$ cat src/rtl/sprite_cfg_pkg.sv
// Shared definitions for the sprite configuration controller:
// register map, FSM state codes, shadow register layout and register access helpers.
package sprite_cfg_pkg;

   localparam logic [6:0] REG_X_LO = 7'h00;
   localparam logic [6:0] REG_X_HI = 7'h01;
   localparam logic [6:0] REG_Y_LO = 7'h02;
   localparam logic [6:0] REG_Y_HI = 7'h03;
   localparam logic [6:0] REG_FG   = 7'h04;
   localparam logic [6:0] REG_BG   = 7'h05;
   localparam logic [6:0] REG_CTRL = 7'h06;
   localparam logic [6:0] BMP_BASE = 7'h40;

   typedef logic [2:0] state_t;
   localparam state_t ST_IDLE = 3'd0;
   localparam state_t ST_CMD  = 3'd1;
   localparam state_t ST_WR   = 3'd2;
   localparam state_t ST_RD   = 3'd3;
   localparam state_t ST_SINK = 3'd4;

   typedef struct packed {
      logic [9:0] x;
      logic [9:0] y;
      logic [5:0] fg;
      logic [5:0] bg;
      logic       en;
   } shadow_t;

   function automatic shadow_t write_reg(input shadow_t s, input logic [6:0] a, input logic [7:0] d);
      shadow_t r;
      r = s;
      case (a)
         REG_X_LO: r.x[7:0] = d;
         REG_X_HI: r.x[9:8] = d[1:0];
         REG_Y_LO: r.y[7:0] = d;
         REG_Y_HI: r.y[9:8] = d[1:0];
         REG_FG:   r.fg     = d[5:0];
         REG_BG:   r.bg     = d[5:0];
         REG_CTRL: r.en     = d[0];
         default:  r = s;
      endcase
      return r;
   endfunction

   // Reserved and bitmap addresses read back as zero.
   function automatic logic [7:0] read_reg(input shadow_t s, input logic [6:0] a);
      logic [7:0] r;
      case (a)
         REG_X_LO: r = s.x[7:0];
         REG_X_HI: r = {6'd0, s.x[9:8]};
         REG_Y_LO: r = s.y[7:0];
         REG_Y_HI: r = {6'd0, s.y[9:8]};
         REG_FG:   r = {2'd0, s.fg};
         REG_BG:   r = {2'd0, s.bg};
         REG_CTRL: r = {7'd0, s.en};
         default:  r = 8'h00;
      endcase
      return r;
   endfunction

endpackage

$ cat src/rtl/spi_cfg_ctrl_if.sv
// SPI pin bundle between an SPI master and the sprite configuration controller.
interface spi_cfg_ctrl_if;
   logic spi_sclk;
   logic spi_mosi;
   logic spi_cs;
   logic spi_miso;

   modport master (output spi_sclk, output spi_mosi, output spi_cs, input spi_miso);
   modport slave  (input spi_sclk, input spi_mosi, input spi_cs, output spi_miso);
endinterface

$ cat src/rtl/spi_byte_if.sv
// SPI mode-0 byte engine: pin synchronisers, edge detect, rx/tx shifters and bit counter.
// Tx shifter is built only when SPI_READBACK_EN is defined.
module spi_byte_if #(
   parameter int SYNC_STAGES = 2
) (
   input  logic       clk,
   input  logic       reset_n,
   input  logic       spi_sclk,
   input  logic       spi_mosi,
   input  logic       spi_cs,
   input  logic       tx_load,
   input  logic [7:0] tx_byte,
   output logic       frame_start,
   output logic       frame_end,
   output logic       byte_valid,
   output logic [7:0] rx_byte,
   output logic       miso
);
   logic [SYNC_STAGES-1:0] sclk_sync_q, sclk_sync_d;
   logic [SYNC_STAGES-1:0] mosi_sync_q, mosi_sync_d;
   logic [SYNC_STAGES-1:0] cs_sync_q, cs_sync_d;
   logic       sclk_prev_q, sclk_prev_d;
   logic       cs_prev_q, cs_prev_d;
   logic [6:0] rx_shift_q, rx_shift_d;
   logic [2:0] bit_cnt_q, bit_cnt_d;
   logic       sclk_s, mosi_s, cs_s, sclk_rise, sclk_fall;

   assign sclk_s      = sclk_sync_q[SYNC_STAGES-1];
   assign mosi_s      = mosi_sync_q[SYNC_STAGES-1];
   assign cs_s        = cs_sync_q[SYNC_STAGES-1];
   assign sclk_rise   = sclk_s & ~sclk_prev_q & ~cs_s;
   assign sclk_fall   = ~sclk_s & sclk_prev_q & ~cs_s;
   assign frame_start = ~cs_s & cs_prev_q;
   assign frame_end   = cs_s & ~cs_prev_q;
   assign byte_valid  = sclk_rise & (bit_cnt_q == 3'd7);
   assign rx_byte     = {rx_shift_q, mosi_s};

   always_comb begin
      sclk_sync_d = {sclk_sync_q[SYNC_STAGES-2:0], spi_sclk};
      mosi_sync_d = {mosi_sync_q[SYNC_STAGES-2:0], spi_mosi};
      cs_sync_d   = {cs_sync_q[SYNC_STAGES-2:0], spi_cs};
      sclk_prev_d = sclk_s;
      cs_prev_d   = cs_s;
      rx_shift_d  = rx_shift_q;
      bit_cnt_d   = bit_cnt_q;
      // Deselect throws away any partial byte so the next frame starts aligned.
      if (cs_s) begin
         rx_shift_d = '0;
         bit_cnt_d  = '0;
      end else if (sclk_rise) begin
         rx_shift_d = {rx_shift_q[5:0], mosi_s};
         bit_cnt_d  = bit_cnt_q + 3'd1;
      end
   end

   always_ff @(posedge clk or negedge reset_n) begin
      if (!reset_n) begin
         sclk_sync_q <= '0;
         mosi_sync_q <= '0;
         cs_sync_q   <= '1;
         sclk_prev_q <= 1'b0;
         cs_prev_q   <= 1'b1;
         rx_shift_q  <= '0;
         bit_cnt_q   <= '0;
      end else begin
         sclk_sync_q <= sclk_sync_d;
         mosi_sync_q <= mosi_sync_d;
         cs_sync_q   <= cs_sync_d;
         sclk_prev_q <= sclk_prev_d;
         cs_prev_q   <= cs_prev_d;
         rx_shift_q  <= rx_shift_d;
         bit_cnt_q   <= bit_cnt_d;
      end
   end

`ifdef SPI_READBACK_EN
   logic [7:0] tx_shift_q, tx_shift_d;
   logic       miso_q, miso_d;

   always_comb begin
      tx_shift_d = tx_shift_q;
      miso_d     = miso_q;
      if (cs_s) begin
         tx_shift_d = '0;
         miso_d     = 1'b0;
      end else if (tx_load && sclk_fall) begin
         miso_d     = tx_byte[7];
         tx_shift_d = {tx_byte[6:0], 1'b0};
      end else if (tx_load) begin
         tx_shift_d = tx_byte;
      end else if (sclk_fall) begin
         miso_d     = tx_shift_q[7];
         tx_shift_d = {tx_shift_q[6:0], 1'b0};
      end
   end

   always_ff @(posedge clk or negedge reset_n) begin
      if (!reset_n) begin
         tx_shift_q <= '0;
         miso_q     <= 1'b0;
      end else begin
         tx_shift_q <= tx_shift_d;
         miso_q     <= miso_d;
      end
   end

   assign miso = miso_q;
`else
   logic unused_tx;
   assign unused_tx = ^{tx_load, tx_byte, sclk_fall};
   assign miso      = 1'b0;
`endif

endmodule

$ cat src/rtl/spi_cfg_ctrl.sv
// SPI-slave configuration controller for the one-sprite SVGA engine; shadow registers commit on next_frame.
// Optional register readback over MISO is enabled by defining SPI_READBACK_EN.
module spi_cfg_ctrl
   import sprite_cfg_pkg::*;
#(
   parameter int SYNC_STAGES = 2,
   parameter int BMP_AW      = 6
) (
   input  logic              clk,
   input  logic              reset_n,
   spi_cfg_ctrl_if.slave     spi,
   input  logic              next_frame,
   output logic [9:0]        sprite_x,
   output logic [9:0]        sprite_y,
   output logic [5:0]        color_fg,
   output logic [5:0]        color_bg,
   output logic              sprite_en,
   output logic              bmp_we,
   output logic [BMP_AW-1:0] bmp_addr,
   output logic [7:0]        bmp_wdata
);
   state_t            state_q, state_d;
   logic [6:0]        addr_q, addr_d;
   shadow_t           shadow_q, shadow_d;
   shadow_t           active_q, active_d;
   logic              commit_pending_q, commit_pending_d;
   logic              bmp_we_q, bmp_we_d;
   logic [BMP_AW-1:0] bmp_addr_q, bmp_addr_d;
   logic [7:0]        bmp_wdata_q, bmp_wdata_d;
   logic              shadow_wr, tx_load;
   logic [7:0]        tx_byte, rx_byte;
   logic              frame_start, frame_end, byte_valid, miso_raw;

   spi_byte_if #(.SYNC_STAGES(SYNC_STAGES)) u_byte (
      .clk         (clk),
      .reset_n     (reset_n),
      .spi_sclk    (spi.spi_sclk),
      .spi_mosi    (spi.spi_mosi),
      .spi_cs      (spi.spi_cs),
      .tx_load     (tx_load),
      .tx_byte     (tx_byte),
      .frame_start (frame_start),
      .frame_end   (frame_end),
      .byte_valid  (byte_valid),
      .rx_byte     (rx_byte),
      .miso        (miso_raw)
   );

   always_comb begin
      state_d          = state_q;
      addr_d           = addr_q;
      shadow_d         = shadow_q;
      active_d         = active_q;
      commit_pending_d = commit_pending_q;
      bmp_we_d         = 1'b0;
      bmp_addr_d       = bmp_addr_q;
      bmp_wdata_d      = bmp_wdata_q;
      shadow_wr        = 1'b0;
      tx_load          = 1'b0;
      tx_byte          = 8'h00;
      case (state_q)
         ST_IDLE: if (frame_start) state_d = ST_CMD;
         ST_CMD: if (byte_valid) begin
            addr_d = rx_byte[6:0];
            if (rx_byte[7]) begin
`ifdef SPI_READBACK_EN
               state_d = ST_RD;
               tx_load = 1'b1;
               tx_byte = read_reg(shadow_q, rx_byte[6:0]);
`else
               state_d = ST_SINK;
`endif
            end else begin
               state_d = ST_WR;
            end
         end
         ST_WR: if (byte_valid) begin
            addr_d = addr_q + 7'd1;
            if (addr_q >= BMP_BASE) begin
               bmp_we_d    = 1'b1;
               bmp_addr_d  = addr_q[BMP_AW-1:0];
               bmp_wdata_d = rx_byte;
            end else if (addr_q <= REG_CTRL) begin
               shadow_wr = 1'b1;
               shadow_d  = write_reg(shadow_q, addr_q, rx_byte);
            end
         end
`ifdef SPI_READBACK_EN
         // Prefetch the following address so its MSB is ready on the next SCLK fall.
         ST_RD: if (byte_valid) begin
            addr_d  = addr_q + 7'd1;
            tx_load = 1'b1;
            tx_byte = read_reg(shadow_q, addr_q + 7'd1);
         end
`endif
         default: state_d = state_q;
      endcase
      if (frame_end) state_d = ST_IDLE;
      // Commit copies the pre-write shadow; a same-cycle write keeps the commit pending.
      if (next_frame && commit_pending_q) begin
         active_d         = shadow_q;
         commit_pending_d = 1'b0;
      end
      if (shadow_wr) commit_pending_d = 1'b1;
   end

   always_ff @(posedge clk or negedge reset_n) begin
      if (!reset_n) begin
         state_q          <= ST_IDLE;
         addr_q           <= '0;
         shadow_q         <= '0;
         active_q         <= '0;
         commit_pending_q <= 1'b0;
         bmp_we_q         <= 1'b0;
         bmp_addr_q       <= '0;
         bmp_wdata_q      <= '0;
      end else begin
         state_q          <= state_d;
         addr_q           <= addr_d;
         shadow_q         <= shadow_d;
         active_q         <= active_d;
         commit_pending_q <= commit_pending_d;
         bmp_we_q         <= bmp_we_d;
         bmp_addr_q       <= bmp_addr_d;
         bmp_wdata_q      <= bmp_wdata_d;
      end
   end

   assign sprite_x  = active_q.x;
   assign sprite_y  = active_q.y;
   assign color_fg  = active_q.fg;
   assign color_bg  = active_q.bg;
   assign sprite_en = active_q.en;
   assign bmp_we    = bmp_we_q;
   assign bmp_addr  = bmp_addr_q;
   assign bmp_wdata = bmp_wdata_q;

`ifdef SPI_READBACK_EN
   // Raw chip select gates MISO so the pin is quiet the moment the master deselects.
   assign spi.spi_miso = miso_raw & (state_q == ST_RD) & ~spi.spi_cs;
`else
   logic unused_miso;
   assign unused_miso  = miso_raw;
   assign spi.spi_miso = 1'b0;
`endif

endmodule

$ cat src/flat_wrapper.sv
// flat-port wrapper written by rule: the top's interface ports become plain ports
module spi_cfg_ctrl_flat import sprite_cfg_pkg::*;
#(
   parameter int SYNC_STAGES = 2,
   parameter int BMP_AW      = 6
)
  (clk, reset_n, next_frame, sprite_x, sprite_y, color_fg, color_bg, sprite_en, bmp_we, bmp_addr, bmp_wdata, spi_spi_sclk, spi_spi_mosi, spi_spi_cs, spi_spi_miso);
  spi_cfg_ctrl_if spi_i ();
  input  logic clk;
  input  logic reset_n;
  input  logic next_frame;
  output logic [9:0] sprite_x;
  output logic [9:0] sprite_y;
  output logic [5:0] color_fg;
  output logic [5:0] color_bg;
  output logic sprite_en;
  output logic bmp_we;
  output logic [BMP_AW-1:0] bmp_addr;
  output logic [7:0] bmp_wdata;
  input wire logic [$bits(spi_i.spi_sclk)-1:0] spi_spi_sclk;
  input wire logic [$bits(spi_i.spi_mosi)-1:0] spi_spi_mosi;
  input wire logic [$bits(spi_i.spi_cs)-1:0] spi_spi_cs;
  output wire logic [$bits(spi_i.spi_miso)-1:0] spi_spi_miso;
  assign spi_i.spi_sclk = spi_spi_sclk;
  assign spi_i.spi_mosi = spi_spi_mosi;
  assign spi_i.spi_cs = spi_spi_cs;
  assign spi_spi_miso = spi_i.spi_miso;
  spi_cfg_ctrl #(.SYNC_STAGES(SYNC_STAGES), .BMP_AW(BMP_AW)) u_core (.clk(clk), .reset_n(reset_n), .spi(spi_i), .next_frame(next_frame), .sprite_x(sprite_x), .sprite_y(sprite_y), .color_fg(color_fg), .color_bg(color_bg), .sprite_en(sprite_en), .bmp_we(bmp_we), .bmp_addr(bmp_addr), .bmp_wdata(bmp_wdata));
endmodule
$ cat config.mk
export PLATFORM = sky130hd
export DESIGN_NAME = spi_cfg_ctrl_flat
export DESIGN_NICKNAME = d
export VERILOG_FILES = /design/src/rtl/sprite_cfg_pkg.sv /design/src/rtl/spi_cfg_ctrl_if.sv /design/src/rtl/spi_byte_if.sv /design/src/rtl/spi_cfg_ctrl.sv /design/src/flat_wrapper.sv
export SDC_FILE = /design/constraint.sdc
export NUM_CORES = 1
export LEC_CHECK = 0
export BUFFER_PORTS_ARGS = -buffer_cell sky130_fd_sc_hd__buf_2
export CAP_MARGIN = 10
export CELL_PAD_IN_SITES_DETAIL_PLACEMENT = 2
export CELL_PAD_IN_SITES_GLOBAL_PLACEMENT = 2
export CORE_MARGIN = 3
export CORE_UTILIZATION = 40
export CTS_CLUSTER_DIAMETER = 80
export CTS_CLUSTER_SIZE = 14
export DETAILED_ROUTE_END_ITERATION = 16
export GPL_ROUTABILITY_DRIVEN = 0
export PLACE_DENSITY = 0.89
export SLEW_MARGIN = 15
export SYNTH_ARGS = -nofsm -noshare
export SYNTH_HDL_FRONTEND = slang
export SYNTH_SLANG_ARGS = --single-unit
$ cat constraint.sdc
create_clock -name clk -period 2.48 [get_ports clk]
set_clock_uncertainty 0.15 [all_clocks]
set_input_delay 0 -clock clk [delete_from_list [all_inputs] [get_ports clk]]
set_output_delay 0 -clock clk [all_outputs]
set_load 0.1 [all_outputs]
Yosys cells after proc, flatten, opt, wreduce, memory -nomap -nowiden:

Cells that the tools add are included.

* word-level logic and storage cells: 89
* output and inout port bits: 49
* register bits: 110
* bits of input ports: 6
* memory bits (writable): 0
* latch bits: 0
* memory bits (read-only): 0
* memories: 0

* $mul: 0
* shift operators: 0
* magnitude comparators: 2
* add/subtract/negate cells: 2
* mux-type cells: 21
* div/mod/pow operators: 0
* equal/unequal tests: 13
* reductions and logical operators: 17
* bitwise operators: 9

Operators by type and width (number)
* 5-bit AND reduction: 7
* 7-bit two-way mux: 4
* 7-bit by 3-bit equality test with 1-bit output, second input constant: 3
* 3-bit two-way mux: 6
* 7-bit by 2-bit equality test with 1-bit output, second input constant: 2
* 7-bit one-hot mux with 2 select lines: 1
* 1-bit two-way mux: 9
* 3-bit AND reduction: 3
* 7-bit by 1-bit adder with 7-bit output, second input constant: 1
* 7-bit by 1-bit equality test with 1-bit output, second input constant: 1
* 7-bit greater-or-equal comparator, second input constant: 1
* 7-bit by 3-bit less-or-equal comparator with 1-bit output, second input constant: 1
* 7-bit logical NOT: 1
* 3-bit by 1-bit != test with 1-bit output, second input constant: 2
* 3-bit one-hot mux with 2 select lines: 1
* 2-bit nonzero test: 3
* 1-bit bitwise AND: 5
* 2-bit by 1-bit != test with 1-bit output, second input constant: 2
* 1-bit inverter: 4
* 3-bit by 1-bit adder with 3-bit output, second input constant: 1
* 3-bit by 1-bit equality test with 1-bit output, second input constant: 1
* 3-bit by 2-bit equality test with 1-bit output, second input constant: 1
* 3-bit equality test, second input constant: 1
* 3-bit logical NOT: 1
* 2 further kinds: 2

Logic depth before layout (Yosys ltp):

* depth in word-level cells: 7
* depth in mapped cells: 7
* depth with buffers taken out: 6

Cells and area by module:

A second synthesis with hierarchy kept.

* cells, all modules: 319
* area total of the unflattened synthesis: 4531.8 um2

By module, submodules not included
* spi_cfg_ctrl: instances 1, area an instance 3786.1 um2, seq. area each 2302.2 um2, cells an instance 266
* spi_byte_if: instances 1, area an instance 745.7 um2, seq. area each 454.2 um2, cells an instance 53

Worst setup path after synthesis:

No wires, ideal clock.

* path kind: register -> register
* from: register u_core.u_byte.bit_cnt_q[0]
* to: register u_core.shadow_q[1] in the netlist's numbering
* period minus slack after synthesis: 2274 ps
* cell stages (with the launch flop): 7
* library setup time: 125 ps
* slack: 206 ps
* data required time: 2205 ps
* arrival time: 1999 ps
* buffers on the path: 1
* path through: dfrtp_1 ha_1 ha_1 or4bb_1 buf_2 nor4b_4 mux2_4

* cells in the longest elaborated chain, start to end: 3

Ends and longest elaborated chain
* from (decl): line spi_byte_if.sv:25 `logic [2:0] bit_cnt_q, bit_cnt_d;`
* from (signal assigned): line spi_byte_if.sv:72 `bit_cnt_q <= bit_cnt_d;`
* 3-bit equality test: line spi_byte_if.sv:35 `assign byte_valid = sclk_rise & (bit_cnt_q == 3'd7);`
* 1-bit bitwise AND: line spi_byte_if.sv:35
* 5-bit AND reduction (no source line)
* to (signal assigned): line spi_cfg_ctrl.sv:120 `shadow_q <= shadow_d;`
* to (decl): line spi_cfg_ctrl.sv:24 `shadow_t shadow_q, shadow_d;`

No other way between the ends.
A chain may end at the register's enable or synchronous reset.

Worst setup path in the final report:

* from: register u_core.u_byte.bit_cnt_q[0]
* to: register u_core.shadow_q[0] in the netlist's numbering

The elaborated chain is that of the path after synthesis.

==> flow_results.xml <==
<?xml version="1.0" encoding="UTF-8"?>
<metrics>
  <group name="logic_synthesis">
    <metric name="syn-mean-instance-area" unit="um^2">13.9</metric>
    <metric name="synth_top_cell_by_area" unit="">sky130_fd_sc_hd__dfrtp_1</metric>
    <metric name="syn-instance-count" unit="">319</metric>
    <metric name="synth_warnings" unit="">0</metric>
    <metric name="synth_area" unit="mm^2">0.00444</metric>
    <metric name="synth_edf_count" unit="">0</metric>
    <metric name="yosys-top-cells-area" unit="">sky130_fd_sc_hd__dfrtp_1, sky130_fd_sc_hd__mux2_2, sky130_fd_sc_hd__nand2_1, sky130_fd_sc_hd__a21oi_1, sky130_fd_sc_hd__mux2_4</metric>
    <metric name="synth-async-reset-ratio" unit="%">100</metric>
    <metric name="ys_seq_elements" unit="">110</metric>
    <metric name="syn_nets" unit="">331</metric>
    <metric name="post-synth-top-area-fraction" unit="%">60.4</metric>
    <metric name="synth.most_common_cell" unit="">sky130_fd_sc_hd__dfrtp_1</metric>
    <metric name="yosys_most_used_dff" unit="">sky130_fd_sc_hd__dfrtp_1</metric>
    <metric name="synthTopCellsByCount" unit="">sky130_fd_sc_hd__dfrtp_1, sky130_fd_sc_hd__mux2_2, sky130_fd_sc_hd__nand2_1</metric>
    <metric name="synth.lib_cells_used.distinct" unit="">39</metric>
    <metric name="share_of_the_yosys_chip_area_belonging_to_registers" unit="%">62.1</metric>
  </group>
  <group name="route">
    <metric name="antenna_left" unit="">0</metric>
    <metric name="drt-total-wl" unit="um">11400</metric>
    <metric name="detail_route.vias_per_cell" unit="">5.40</metric>
    <metric name="dr.pass1.iters" unit="">4</metric>
    <metric name="drt_first_iter_violations" unit="">84</metric>
    <metric name="num_vias" unit="">2867</metric>
    <metric name="avgRoutedWirePerCell" unit="um">21.5</metric>
    <metric name="drt_drc_violations_left" unit="">0</metric>
  </group>
  <group name="layout">
    <metric name="n_antenna_cell" unit="">0</metric>
    <metric name="final_layout_size_suffix_gt1_share" unit="%">44.3</metric>
    <metric name="multi_input_comb_area" unit="mm^2">0.00163</metric>
    <metric name="post-route-cell-area" unit="mm^2">0.00526</metric>
    <metric name="area_growth_syn_to_layout" unit="%">18.6</metric>
    <metric name="fillers" unit="">1025</metric>
    <metric name="seq_area" unit="mm^2">0.00276</metric>
    <metric name="num-nets-final" unit="">402</metric>
  </group>
  <group name="floorplanning">
    <metric name="floorplan.initialDensity" unit="%">42.0</metric>
    <metric name="io_pins" unit="">55</metric>
    <metric name="design.core.area" unit="mm^2">0.0106</metric>
    <metric name="floorplan.die_area" unit="mm^2">0.0124</metric>
    <metric name="placementRows" unit="">37</metric>
    <metric name="dieWidth" unit="um">111</metric>
    <metric name="floorplan.die.height" unit="um">111</metric>
  </group>
  <group name="sta">
    <metric name="period_needed" unit="ns">2.40</metric>
    <metric name="maxSlewHeadroom" unit="%">47.9</metric>
    <metric name="share_of_the_clock_period_used_by_the_worst_path_after_layout" unit="%">96.9</metric>
    <metric name="worstMarginPinSlew" unit="ns">0.780</metric>
    <metric name="finalSetupViolations" unit="">0</metric>
    <metric name="worst_hold_slack" unit="ns">0.0978</metric>
    <metric name="timing_hold_violations_final" unit="">0</metric>
    <metric name="fin_ws" unit="ns">0.0774</metric>
    <metric name="tns" unit="ns">0</metric>
    <metric name="timing_max_transition_violations_final" unit="">0</metric>
    <metric name="fmax" unit="MHz">416</metric>
  </group>
  <group name="global_routing">
    <metric name="grt_util_all_layers" unit="%">19.3</metric>
    <metric name="grt_first_pass_wirelength" unit="um">18800</metric>
    <metric name="antenna_found_initial" unit="">0</metric>
    <metric name="overflow" unit="">0</metric>
    <metric name="vias_in_the_first_global_route" unit="">3288</metric>
    <metric name="grt_start_max_net_pins" unit="">61</metric>
  </group>
  <group name="cts">
    <metric name="numCtsBuffers" unit="">9</metric>
    <metric name="clock_sinks" unit="">110</metric>
    <metric name="htreeDepth" unit="">3</metric>
    <metric name="insertion_delay" unit="ns">0.38</metric>
    <metric name="cts_tree" unit="">done</metric>
    <metric name="clock_tree.buffer_depth" unit="">2</metric>
    <metric name="clockRootBuffer" unit="">sky130_fd_sc_hd__clkbuf_8</metric>
    <metric name="worst_setup_hold_path_clk_slew" unit="ns">0.10</metric>
  </group>
  <group name="worst_setup_path">
    <metric name="crit_end_element" unit="">register</metric>
    <metric name="slowest_stage" unit="">sky130_fd_sc_hd__mux2_2</metric>
    <metric name="timing.critical_path.slowest_cell_delay" unit="ns">0.38</metric>
    <metric name="critPathTopFamily" unit="">simple AND/OR/NAND/NOR gates</metric>
    <metric name="path_common_cell" unit="">sky130_fd_sc_hd__ha_1</metric>
    <metric name="worst-path-max-fanout" unit="">12</metric>
    <metric name="r2r_end" unit="">u_core.shadow_q[0]</metric>
    <metric name="reg2reg_depth" unit="">7</metric>
    <metric name="worst-path-buf-inv" unit="">1</metric>
    <metric name="regToRegSetupSlack" unit="ns">0.08</metric>
    <metric name="timing.critical_path.from_type" unit="">register</metric>
    <metric name="worst-path-stages" unit="">7</metric>
    <metric name="crit_start" unit="">u_core.u_byte.bit_cnt_q[0]</metric>
    <metric name="cp_cell_sequence" unit="">ha_1 -&gt; ha_1 -&gt; nor4bb_1 -&gt; buf_4 -&gt; nand2_1 -&gt; nor4_4 -&gt; mux2_2</metric>
    <metric name="cp-endpoint" unit="">u_core.shadow_q[0]</metric>
    <metric name="crit_path_dat" unit="ns">2.52</metric>
    <metric name="required" unit="ns">2.60</metric>
    <metric name="reg2reg_from" unit="">u_core.u_byte.bit_cnt_q[0]</metric>
    <metric name="crit_type" unit="">register to register</metric>
  </group>
  <group name="placement">
    <metric name="port_buffers" unit="">53</metric>
    <metric name="pre_cts_ws" unit="ns">-0.0882</metric>
    <metric name="placedInstanceArea" unit="mm^2">0.00494</metric>
    <metric name="post-dp-hpwl" unit="um">7970</metric>
  </group>
  <group name="job">
    <metric name="drv_cap" unit="">0</metric>
  </group>
  <group name="power">
    <metric name="power_leakage" unit="nW">2.77</metric>
    <metric name="total_chip_power" unit="mW">3.13</metric>
    <metric name="vdd.ir_drop.worst" unit="uV">253</metric>
    <metric name="pwr_density_cell" unit="mW/mm^2">594</metric>
  </group>
  <group name="outcome">
    <metric name="status" unit="">completed</metric>
  </group>
  <group name="worst_hold_path">
    <metric name="hold_class" unit="">input pin to async pin</metric>
  </group>
</metrics>
## worst min path at each step
stage	to	slack (ns)	cells after the start
after CTS	u_core.u_byte.sclk_sync_q[0]	0.09	2
after global placement	u_core.u_byte.cs_sync_q[0]	-0.04	1
after global routing	u_core.u_byte.sclk_sync_q[0]	0.11	2
final	u_core.sprite_y[9]	0.1	2
after detailed placement	u_core.u_byte.sclk_sync_q[0]	-0.04	1
after floorplan	u_core.addr_q[0]	-0.45	0
## where the power goes
part	internal, mW	leakage (nW)	switching [mW]	total (mW)
Sequential	1.81	1.51	0.0182	1.82
Combinational	0.0264	1.14	0.0627	0.0891
Clock	0.622	0.116	0.592	1.21
Total	2.45	2.77	0.672	3.13
## sequential cells by signal, summed over array words and instances, names as in the netlist
signal / count
u_core.bmp_we: 1
u_core.sprite_y: 10
u_core.bmp_wdata: 8
u_core.addr_q: 7
u_core.u_byte.cs_sync_q: 2
u_core.u_byte.rx_shift_q: 7
u_core.sprite_x: 10
u_core.bmp_addr: 6
u_core.color_bg: 6
u_core.u_byte.sclk_sync_q: 2
u_core.color_fg: 6
u_core.u_byte.bit_cnt_q: 3
u_core.sprite_en: 1
u_core.u_byte.cs_prev_q: 1
u_core.u_byte.mosi_sync_q: 2
u_core.u_byte.sclk_prev_q: 1
u_core.shadow_q: 33
u_core.state_q: 3
u_core.commit_pending_q: 1
## per-stage QoR
| stage | utilization, % | std cells |
|---|---|---|
| 6_report | 49.8 | 531 |
| 3_5_place_dp | 46.8 | 508 |
| 3_3_place_gp | 46.8 | 508 |
| 4_1_cts | 49.5 | 530 |
| 2_1_floorplan | - | 319 |
| 5_1_grt | 49.8 | 531 |
## final cells by class
class                   count  share of cell area, %
flip-flops and latches    110                   52.4
inverters                   4                  0.285
well taps                 136                   3.23
multi-input cells         190                   31.0
repair buffers             75                   8.78
clock buffers              12                   2.95
clock inverters             4                   1.33
## timing repair
item	4_1_cts	5_1_grt
setup buffers	1	1
hold buffers	5	0
gates resized for setup	1	5
endpoints found under the setup margin	15	24
endpoints found under the hold margin	61	0
pin swaps	1	0
## cells in the final DEF (no fill, tap or decap), types with 2 or more instances in the layout
master | netlist | layout
sky130_fd_sc_hd__clkinv_2 | 0 | 2
sky130_fd_sc_hd__o22ai_1 | 6 | 6
sky130_fd_sc_hd__a21oi_1 | 19 | 19
sky130_fd_sc_hd__mux2_2 | 71 | 71
sky130_fd_sc_hd__buf_4 | 1 | 16
sky130_fd_sc_hd__mux2i_1 | 2 | 2
sky130_fd_sc_hd__nand3_1 | 8 | 8
sky130_fd_sc_hd__inv_1 | 4 | 4
sky130_fd_sc_hd__ha_1 | 6 | 6
sky130_fd_sc_hd__mux2_4 | 6 | 6
sky130_fd_sc_hd__o21ai_0 | 7 | 7
sky130_fd_sc_hd__and3_1 | 2 | 2
sky130_fd_sc_hd__nor2_1 | 8 | 8
sky130_fd_sc_hd__bufinv_16 | 0 | 2
sky130_fd_sc_hd__dfstp_2 | 3 | 3
sky130_fd_sc_hd__dlygate4sd3_1 | 0 | 5
sky130_fd_sc_hd__dfrtp_1 | 107 | 107
sky130_fd_sc_hd__nor4_1 | 3 | 2
sky130_fd_sc_hd__nand2_1 | 29 | 28
sky130_fd_sc_hd__clkbuf_8 | 0 | 11
sky130_fd_sc_hd__buf_2 | 1 | 52
sky130_fd_sc_hd__nor4b_4 | 2 | 2
sky130_fd_sc_hd__or3b_2 | 2 | 2
sky130_fd_sc_hd__nand2b_1 | 2 | 2
## worst register-to-register path, delay by kind of cell, from the launching register on
kind | cells | cell delay, ns
simple gates | 3 | 0.77
mux | 1 | 0.38
flops | 1 | 0.37
fa+ha+maj | 2 | 0.36
buf+inv | 1 | 0.27
## logic make-up (layout without fill, tap and decap cells)
group / after synthesis / in the layout / share of synthesized area (%)
and+or+nand+nor: 64 / 64 / 8.35
AOI/OAI and AO/OA: 38 / 38 / 5.05
other: 1 / 1 / 0.0845
muxes: 80 / 80 / 20.8
buffers and inverters: 19 / 95 / 1.72
adders and majority gates: 6 / 6 / 1.69
xor gates and xnor gates: 1 / 1 / 0.197
DFF: 110 / 110 / 62.1
## per-layer routing
layer	vias up	routed length, um	track usage (%)
met3	17	349	3.33
met5	-	0	0
met1	1524	4780	23.3
met2	58	6060	34.6
met4	0	231	7.06
li1	1268	-	-
Note: power is estimated with default switching activity, not from simulation.
